<file path="src/rtl/demux1to4_16_pkg.sv">
// demux1to4_16_pkg: shared channel indices and widths for the 1-to-4 demux
package demux1to4_16_pkg;
    localparam int CH_A          = 0;
    localparam int CH_B          = 1;
    localparam int CH_C          = 2;
    localparam int CH_D          = 3;
    localparam int N_CH          = 4;
    localparam int BUS_WIDTH_DEF = 16;
    localparam int CNT_W         = 8;
endpackage

</file>
<file path="src/rtl/demux1to4_16_slot.sv">
// demux_slot: one output channel -- holding register, valid flag and delivery counter
module demux_slot
    import demux1to4_16_pkg::*;
#(
    parameter int W = BUS_WIDTH_DEF
) (
    input  logic             clk,
    input  logic             rst_n,
    input  logic             i_load,
    input  logic [W-1:0]     i_din,
    input  logic             i_ready,
    output logic             o_valid,
    output logic [W-1:0]     o_data,
    output logic [CNT_W-1:0] o_cnt
);
    logic             r_valid;
    logic [W-1:0]     r_data;
    logic [CNT_W-1:0] r_cnt;

    // load on accept, drop valid on delivery unless refilled, count deliveries (wrapping)
    always_ff @(posedge clk or negedge rst_n) begin
        if (!rst_n) begin
            r_valid <= 1'b0;
            r_data  <= '0;
            r_cnt   <= '0;
        end else begin
            if (i_load) r_data <= i_din;
            r_valid <= i_load | (r_valid & ~i_ready);
            if (r_valid & i_ready) r_cnt <= r_cnt + 1'b1;
        end
    end

    assign o_valid = r_valid;
    assign o_data  = r_data;
    assign o_cnt   = r_cnt;
endmodule

</file>
<file path="src/rtl/demux1to4_16.sv">
// demux1to4_16: routes a valid/ready input word to one of four registered output channels
module demux1to4_16
    import demux1to4_16_pkg::*;
#(
    parameter int bus_width = BUS_WIDTH_DEF
) (
    input  logic                 clk,
    input  logic                 rst_n,
    input  logic                 in_valid,
    output logic                 in_ready,
    input  logic [1:0]           sel,
    input  logic [bus_width-1:0] din,
    output logic [N_CH-1:0]      out_valid,
    input  logic [N_CH-1:0]      out_ready,
    output logic [bus_width-1:0] dout_a,
    output logic [bus_width-1:0] dout_b,
    output logic [bus_width-1:0] dout_c,
    output logic [bus_width-1:0] dout_d,
    output logic [CNT_W-1:0]     cnt_a,
    output logic [CNT_W-1:0]     cnt_b,
    output logic [CNT_W-1:0]     cnt_c,
    output logic [CNT_W-1:0]     cnt_d
);
    logic [N_CH-1:0]      w_load;
    logic [bus_width-1:0] w_dout [N_CH];
    logic [CNT_W-1:0]     w_cnt  [N_CH];

    // the addressed slot can take a word if empty or emptying this cycle
    assign in_ready = ~out_valid[sel] | out_ready[sel];
    assign w_load   = (in_valid && in_ready) ? ({{(N_CH-1){1'b0}}, 1'b1} << sel) : '0;

    for (genvar i = 0; i < N_CH; i++) begin : g_slot
        demux_slot #(.W(bus_width)) u_slot (
            .clk     (clk),
            .rst_n   (rst_n),
            .i_load  (w_load[i]),
            .i_din   (din),
            .i_ready (out_ready[i]),
            .o_valid (out_valid[i]),
            .o_data  (w_dout[i]),
            .o_cnt   (w_cnt[i])
        );
    end

    assign dout_a = w_dout[CH_A];
    assign dout_b = w_dout[CH_B];
    assign dout_c = w_dout[CH_C];
    assign dout_d = w_dout[CH_D];
    assign cnt_a  = w_cnt[CH_A];
    assign cnt_b  = w_cnt[CH_B];
    assign cnt_c  = w_cnt[CH_C];
    assign cnt_d  = w_cnt[CH_D];
endmodule
</file>
<file path="config.mk">
export PLATFORM = sky130hd
export DESIGN_NAME = demux1to4_16
export DESIGN_NICKNAME = d
export VERILOG_FILES = /design/src/rtl/demux1to4_16_pkg.sv /design/src/rtl/demux1to4_16_slot.sv /design/src/rtl/demux1to4_16.sv
export SDC_FILE = /design/constraint.sdc
export NUM_CORES = 1
export LEC_CHECK = 0
export ABC_AREA = 1
export CAP_MARGIN = 10
export CORE_MARGIN = 1.5
export CORE_UTILIZATION = 45
export CTS_BUF_LIST = sky130_fd_sc_hd__clkbuf_16
export CTS_CLUSTER_DIAMETER = 60
export DETAILED_ROUTE_END_ITERATION = 6
export GPL_ROUTABILITY_DRIVEN = 1
export PLACE_DENSITY_LB_ADDON = 0.3
export SLEW_MARGIN = 30
export SYNTH_ARGS = -nofsm -noshare
export SYNTH_HDL_FRONTEND = slang
export SYNTH_SLANG_ARGS = --single-unit
</file>
<file path="constraint.sdc">
create_clock -name clk -period 2.8 [get_ports clk]
set_clock_uncertainty 0.05 [all_clocks]
set_input_delay 0.56 -clock clk [delete_from_list [all_inputs] [get_ports clk]]
set_output_delay 0.56 -clock clk [all_outputs]
set_load 0.02 [all_outputs]
</file>
==> results.py <==
metrics = {
    "timing": {
        "slew_headroom_pct": 49.5,
        "clock.fmax_mhz": 392,
        "tightestPinTransition_ns": 0.757,
        "post-route-min-period_ns": 2.55,
        "rsz0062_at_grt": "no",
        "slew_violations": 0,
        "finalCritPeriodShare_pct": 91.2,
        "timing_hold_violations_final": 0,
        "whs_ns": 0.119,
        "setup_violations": 0,
    },
    "worst_setup_path": {
        "reg2regPathDepth": 9,
        "critPathArrivalTime_ns": 1.94,
        "reg2reg_from": "g_slot[2].u_slot.o_valid",
        "r2r_end": "g_slot[3].u_slot.o_data[8]",
        "endpoint_kind": "primary output",
        "critPathLaunchType": "primary input",
        "path_max_fanout": 7,
        "ff2ff_setup_slack_ns": 0.87,
        "crit_type": "primary input to primary output",
        "critical_path_required_ns": 2.19,
    },
    "global_routing": {
        "gr-total-overflow": 0,
        "grt_pass1_wl_um": 18200,
        "grt_pass1_vias": 3649,
        "grt_antenna_before_repair": 0,
        "grt_use_total_pct": 22.4,
        "grt_max_degree": 50,
    },
    "cts": {
        "cts.clk_slew.worst_paths_ns": 0.07,
        "h-tree-depth": 3,
        "cts_buffer_depth": 2,
        "clock-sinks": 100,
        "clkLatencyLatePin_ns": 0.34,
        "numCtsBuffers": 9,
        "cts_root_buffer": "clkbuf_16",
        "cts_tree": "built",
        "post_cts_buffers": 0,
    },
    "synthesis": {
        "syn_area_sq_mm": 0.00452,
        "synth.ff_latch_count": 100,
        "ys_seq_area_share_pct": 55.4,
        "yosys_warnings": 0,
        "ys.flop_type": "dfrtp_1",
        "netlist_instances": 475,
        "synth_edf_count": 0,
        "syn_area_per_cell_sq_um": 9.51,
        "synthArstFlopShare_pct": 100,
        "syn_nets": 504,
        "ys_types": 29,
    },
    "route": {
        "post-route-drc-count": 0,
        "ant_nets": 0,
        "drt_first_pass_iters": 4,
        "vias": 3775,
        "drt_iter0_drc": 161,
        "wl_per_cell_um": 15.3,
        "drt-total-wl_um": 11400,
        "vias_per_cell": 5.07,
    },
    "die": {
        "die_area_sq_mm": 0.0106,
        "row_count": 36,
        "io_pins": 126,
        "die_h_um": 103,
        "initial_core_util_pct": 46.2,
        "core_sq_mm": 0.00977,
        "die_x_um": 103,
    },
    "placed_design": {
        "place_hpwl_um": 8050,
        "place_inst": 728,
        "gp_congestion": 0.786,
        "port_buffers": 125,
    },
    "finish": {
        "antennaDiodeCount": 0,
        "num-nets-final": 635,
        "drive_gt1_share_pct": 10.3,
        "area_growth_pct": 37.3,
        "multi_input_area_sq_mm": 0.00168,
        "final-seq-area_sq_mm": 0.00250,
        "fill_cells": 836,
        "fin_cells": 744,
    },
    "run_status": {
        "status": "complete, no violations",
    },
    "power_and_ir_drop": {
        "p_leak_uw": 0.00299,
        "peakVddDrop_v": 0.000359,
        "power_density_mw_per_mm2": 804,
    },
    "run": {
        "timing.max_cap.violations": 0,
    },
    "min_path": {
        "holdCritPathClass": "primary input to async pin",
    },
}
[flip-flops by register name, summed over array words and instances, names as in the netlist]
signal	cells
g_slot.u_slot.o_cnt	32
g_slot.u_slot.o_data	64
g_slot.u_slot.o_valid	4
[cell type report]
type	count	share of cell area (%)
Clock buffer	9	3.63
Multi-Input combinational cell	321	27.1
Clock inverter	7	1.31
Timing Repair Buffer	149	23.4
Sequential cell	100	40.4
Inverter	25	1.55
Tap cell	133	2.68
[metrics by stage]
stage                     setup slack [ns]  utilization [%]  TNS, ns  cell area, sq um  total power, uW
final                                0.247             63.4        0              6200             4990
after detailed placement           -0.0164             60.3  -0.0164              5890             3730
after floorplan                      0.839                -        0              4520             2860
after global routing                 0.167             63.4        0              6200             5250
after global placement             0.00953             60.3        0              5890             3680
after CTS                            0.234             63.4        0              6200             5030
[per-layer routing]
metal	part of all wire, %	track usage [%]	routed length, um
met4	1.5	8.00	172
met1	45	30.9	5120
met2	47	34.5	5310
met3	6.9	5.78	791
met5	0	0	0
[power breakdown]
part           total [uW]  internal (uW)  switching, uW
sequential           2020           1760            260
clock                1290            710            578
combinational        1680            776            901
total                4990           3250           1740
[placed cells by master (no fill, tap or decap)]
cell type        count
nand3_1             10
nand3_4              4
nand2_8              1
ha_1                 4
nand3_2              1
xor2_1              16
buf_2                1
nand2_2              4
nor2_4               1
inv_4                1
buf_4               23
inv_2                5
xnor2_1              9
inv_1               19
clkdlybuf4s50_1    122
dlygate4sd2_1        1
nor3_2               1
nand2_1            178
buf_12               2
o21ai_0              2
bufinv_16            1
nor3_1               3
inv_8                1
nor2_8               1
o21ai_1              4
dfrtp_1            100
clkinv_2             1
clkbuf_16            9
nand4_1             67
clkinv_4             1
inv_6                3
nor2_1              13
nor2_2               2
[cells in the mapped netlist (2+ instances only)]
library cell	instances	share of area, %
xor2_1	16	3.1
buf_2	9	1.0
nand4_1	67	9.3
nand3_4	4	1.6
nor2_1	13	1.1
buf_8	5	1.7
nand2_1	178	15
buf_1	2	0.17
inv_1	19	1.6
clkbuf_1	2	0.17
inv_2	5	0.42
nand3_1	10	1.1
buf_6	2	0.50
nor2_2	2	0.28
nand2_2	4	0.55
buf_4	8	1.3
dfrtp_1	100	55
nor3_1	3	0.33
xnor2_1	9	1.7
o21ai_1	4	0.44
ha_1	4	1.1
o21ai_0	2	0.22
[logic make-up (layout without fill, tap and decap cells)]
| logic type | Yosys count | in the layout | share of synthesized area [%] |
|---|---|---|---|
| adder cells (fa/ha/maj) | 4 | 4 | 1.11 |
| XOR/XNOR | 25 | 25 | 4.85 |
| AND/OR/NAND/NOR | 286 | 286 | 30.6 |
| buffers and inverters | 54 | 190 | 7.40 |
| AO/OA/AOI/OAI | 6 | 6 | 0.665 |
| flip-flops | 100 | 100 | 55.4 |
[worst max-delay path by stage]
| stage | endpoint | cells past startpoint | startpoint | slack (ns) |
|---|---|---|---|---|
| 3_5_place_dp | in_ready | 9 | sel[0] | -0.02 |
| 6_report | in_ready | 9 | sel[0] | 0.25 |
| 4_1_cts | in_ready | 9 | sel[0] | 0.23 |
| 2_1_floorplan | in_ready | 7 | sel[1] | 0.84 |
| 5_1_grt | in_ready | 9 | sel[0] | 0.17 |
| 3_3_place_gp | in_ready | 9 | sel[0] | 0.01 |
[critical path, cell delays in order]
cell and delay (ns):
clkdlybuf4s50_1 0.46, buf_4 0.19, inv_4 0.06, nand2_1 0.06, nand2_1 0.06, nand2_1 0.07
nand2_2 0.08, nand2_8 0.08, dlygate4sd2_1 0.33
[repair_timing]
action,CTS,global route
hold buffers,0,0
gates resized for setup,1,0
setup endpoints to repair,1,0
(Power assumes the default switching activity.)
==> RTL edit 1, RTL diff (same flow settings) <==
Change the package constant `CNT_W` from 8 to 12.
--- a/src/rtl/demux1to4_16_pkg.sv
+++ b/src/rtl/demux1to4_16_pkg.sv
@@ -6,6 +6,6 @@
     localparam int CH_D          = 3;
     localparam int N_CH          = 4;
     localparam int BUS_WIDTH_DEF = 16;
-    localparam int CNT_W         = 8;
+    localparam int CNT_W         = 12;
 endpackage
 
Interface: changed (resized cnt_a, cnt_b, cnt_c and cnt_d); port bits go from 126 to 142. No check against the original RTL was run, so the function may have changed too.
==> RTL edit 1 against the unedited design <==
Die area rose by 17%; core utilization is 0.46 points higher; clock power is 51% higher; sequential cell count rose by 16; final area grew 18%; critical path depth decreased by 2; first-iteration DRC count up 75%; routed wire length increased by 17%; area after synthesis increased by 17%; setup slack got worse by 0.080 ns; register-to-register slack better by 0.31 ns; total power up 19%; count of clock-buffer cells in the layout grew 8; critical path type unchanged; largest cell class unchanged.
==> RTL edit 1: results (changes against the unedited design) <==
Global routing
  – Total Routing Usage GR: 0.2242 (about the same)
  – Largest net degree at the start of global routing: 52 (+4.0%)
  – Vias in the first global route: 4,474 (+23%)
  – GR Layer Usage met2: 0.3513 (+0.006188)

Critical path
  – Max stage delay on crit path: 0.68 ns (+0.22 ns)

Logic synthesis
  – Xor/xnor cell area share of the yosys netlist: 0.05470 (+0.006211)
  – Commonest cells in the netlist: 192 x nand2_1, 116 x dfrtp_1, 69 x nand4_1
  – Post-Syn Instances: 558 (+17%)
  – Sequential-to-total area share from yosys stat: 0.5494 (-0.004798)
  – Top cells by area, synth: dfrtp_1 55%, nand2_1 14%, nand4_1 8.2%
  – Mux contribution to synthesized area: 0.006394 (+0.006394)

Clock network
  – Worst-Skew Late Latency: 0.41 ns (+0.07 ns)
  – Clock sink count: 116 (+16%)
  – H-tree Lvls: 4 (+1)

Place
  – Pre-CTS setup slack: 0.1599 ns (+0.1764 ns)
  – Placed Cells: 830 (+14%)
  – # port buffers: 141 (+13%)
  – Placed inst area: 6765 um^2 (+15%)

Drt
  – DRT Wirelength: 13,270 um (+17%)
  – Wire length on met3: 954 um (+21%)
  – Initial DRC Count: 281 (+75%)
  – Met2 routed wirelength: 6366 um (+20%)
  – DR vias: 4,473 (+18%)

Status
  – Status: completed

Power and ir drop
  – Leakage: 3.491 nW (+17%)
  – Sequential share of power: 0.385 (-0.020)
  – Worst VDD drop: 499.5 uV (+39%)
  – Switching power: 1.880 mW (+8.1%)

Finish
  – Share of post-route cells with drive strength above 1: 0.09066 (-0.01245)
  – Sequential share of cell area: 0.3980 (-0.005705)
  – Multi-input gates: 372 (+16%)
  – Clk cell area share: 0.07240 (+0.02294)
  – Signal inverters: 41 (+64%)
  – Non-CTS buffers: 158 (+6.0%)
  – Fin util: 0.6387 (+0.004572)

Floorplanning
  – Num rows: 39 (+8.3%)
RTL edit 1: path summary, 6_finish.rpt:
kind / startpoint / to / slack (ns) / cells past startpoint
max: sel[1] / in_ready / 0.17 / 7
min: rst_n / g_slot[1].u_slot.o_cnt[9]$_DFFE_PN0P_ / 0.04 / 1
max reg2reg: g_slot[1].u_slot.o_valid$_DFF_PN0_ / g_slot[0].u_slot.o_data[0]$_DFFE_PN0P_ / 1.18 / 8
min reg2reg: g_slot[0].u_slot.o_data[4]$_DFFE_PN0P_ / g_slot[0].u_slot.o_data[4]$_DFFE_PN0P_ / 0.41 / 2
max in group asynchronous: rst_n / g_slot[0].u_slot.o_cnt[8]$_DFFE_PN0P_ / 1.87 / 2
min in group clk: g_slot[0].u_slot.o_data[4]$_DFFE_PN0P_ / g_slot[0].u_slot.o_data[4]$_DFFE_PN0P_ / 0.41 / 2
==> RTL edit 2, RTL diff (config.mk and constraints unchanged) <==
Without the edit above. Put a register stage on the output `cnt_b`. The value now appears one clock later. The other outputs are not delayed to match.
--- a/src/rtl/demux1to4_16.sv
+++ b/src/rtl/demux1to4_16.sv
@@ -47,7 +47,9 @@
     assign dout_c = w_dout[CH_C];
     assign dout_d = w_dout[CH_D];
     assign cnt_a  = w_cnt[CH_A];
-    assign cnt_b  = w_cnt[CH_B];
+    always_ff @(posedge clk) begin
+        cnt_b <= w_cnt[CH_B];
+    end
     assign cnt_c  = w_cnt[CH_C];
     assign cnt_d  = w_cnt[CH_D];
 endmodule
Behaviour: not the same (Yosys sat finds a counterexample within 4 cycles, from zero or initial values and one cycle with rst_n low).
==> RTL edit 2 against the unedited design <==
Sequential cell count is 8 higher; area after synthesis is 3.5% higher; synthesized cell count is 1.7% higher; cell count is 0.81% higher; setup slack worse by 0.028 ns; final area is 1.7% higher; total power is 0.63% higher; routed wire length is 3.5% lower; count of clock-buffer cells in the layout stayed put.
==> RTL edit 2: results (changes against the unedited design) <==
Power and ir drop
  – Leakage: 3.028 nW (+1.1%)
  – Worst VDD drop: 398.2 uV (+11%)
  – Switching power: 1.723 mW (-0.92%)

Drt
  – Vias per inst: 5.028 (-0.91%)
  – Initial DRC Count: 225 (+40%)
  – Drt wl/cell: 14.67 um (-4.2%)

Logic synthesis
  – Sequential-to-total area share from yosys stat: 0.5697 (+0.01558)
  – Post-synth top flop: dfrtp_1
  – Commonest cells in the netlist: 178 x nand2_1, 100 x dfrtp_1, 67 x nand4_1
  – Async set or reset register ratio after synthesis: 0.9259 (-0.07407)
  – Mapped Nets: 512 (+1.6%)
  – Top cells by area, synth: dfrtp_1 54%, nand2_1 14%, nand4_1 9.0%
  – Average cell area after synthesis: 9.675 um^2 (+1.8%)
  – Yosys cell types: 30 (+3.4%)

Global routing
  – GR Layer Usage met2: 0.3324 (-0.01274)
  – Met3 GRT Util: 0.04991 (-0.007889)
  – Global-route track usage on met1: 0.2858 (-0.02364)
  – Total Routing Usage GR: 0.2076 (-0.01671)
  – Largest net degree at the start of global routing: 46 (-8.0%)
  – Initial antenna violation count: 0 (unchanged)
  – Vias in the first global route: 3,638 (-0.30%)
  – First-pass GRT wire length: 18,210 um (-0.19%)

Finish
  – FILL cells: 902 (+7.9%)
  – Nets: 638 (+0.47%)
  – Fin cells: 750 (+0.81%)
  – Largest register FFs: 64 (unchanged)
  – Share of post-route cells with drive strength above 1: 0.09283 (-0.01028)
  – ANT cells: 0 (unchanged)

Critical path
  – R2R depth: 9 (unchanged)
  – Max stage delay on crit path: 0.52 ns (+0.06 ns)
  – Reg2reg end: g_slot[1].u_slot.o_data[5]$_DFFE_PN0P_
  – Critical Path Sink: in_ready
  – CP max-delay cell: clkdlybuf4s50_1
  – RR Startpoint: g_slot[3].u_slot.o_valid$_DFF_PN0_
  – Worst setup path startpoint: sel[0]
  – Arrival @ worst endpoint: 1.97 ns (+0.03 ns)

Clock network
  – Clock transition at the registers of the reported paths: 0.07 ns (about the same)
  – Clock Tree Root: clkbuf_16
  – Clock buffer count from CTS: 9 (unchanged)
  – Max Root-Sink Buffers: 2 (unchanged)

Hold path
  – Hold Crit Class: in -> async

STA
  – Post-layout worst setup margin: 0.2199 ns (-0.02757 ns)
  – Hold slack: 0.1449 ns (+0.02608 ns)
  – Slew headroom: 0.6471 (+0.1519)

Place
  – Placed Cells: 734 (+0.82%)
  – Final HPWL DP: 7988 um (-0.73%)
  – Pre-CTS setup slack: -0.02307 ns (-0.006629 ns)
  – RD Place Congestion: 0.7880 (+0.25%)
  – Placed inst area: 6032 um^2 (+2.4%)

Status
  – Status: completed
-- RTL edit 2: power groups by stage --
stage / Combinational (mW) / Sequential [mW] / Clock, mW
floorplan: 0.464 / 2.56 / 0
global placement: 1.63 / 2.20 / 0
detailed placement: 1.67 / 2.21 / 0
CTS: 1.68 / 2.19 / 1.21
global route: 1.78 / 2.24 / 1.27
finish: 1.66 / 2.19 / 1.17
-- RTL edit 2: what timing repair did --
item                                    in CTS  in global routing
endpoints found under the setup margin       1                  0
endpoints found under the hold margin        0                  0
resized for setup                            1                  0
-- RTL edit 2: cells by family (layout without fill, tap and decap cells) --
logic type               after synthesis  count (layout)  synth area share
XOR/XNOR                              25              25           0.04685
AND/OR/NAND/NOR                      286             286            0.2953
buffers and inverters                 54             185           0.07095
AO/OA/AOI/OAI                          6               6          0.006426
flip-flops                           108             108            0.5697
adder cells (fa/ha/maj)                4               4           0.01071
-- RTL edit 2: metal layers --
layer / vias up / wire length, um
met3: 10 / 665
li1: 1832 / -
met5: - / 0
met2: 134 / 5271
met4: 0 / 155
met1: 1795 / 4907
-- RTL edit 2: worst max-delay path: cells and delay by family --
kind / cells / cell delay, ns
buffers and inverters: 3 / 1.04
AND/OR/NAND/NOR: 5 / 0.35
-- RTL edit 2: area by class of cell --
cell class                 instances  area, um^2  area share
clock buffer                       9       225.2     0.03572
clock inverter                     7       48.80    0.007740
inverter                          25       96.34     0.01528
multi-input combinational        321        1679      0.2663
sequential                       108        2663      0.4223
tap                              136       170.2     0.02699
timing repair buffer             144        1423      0.2256
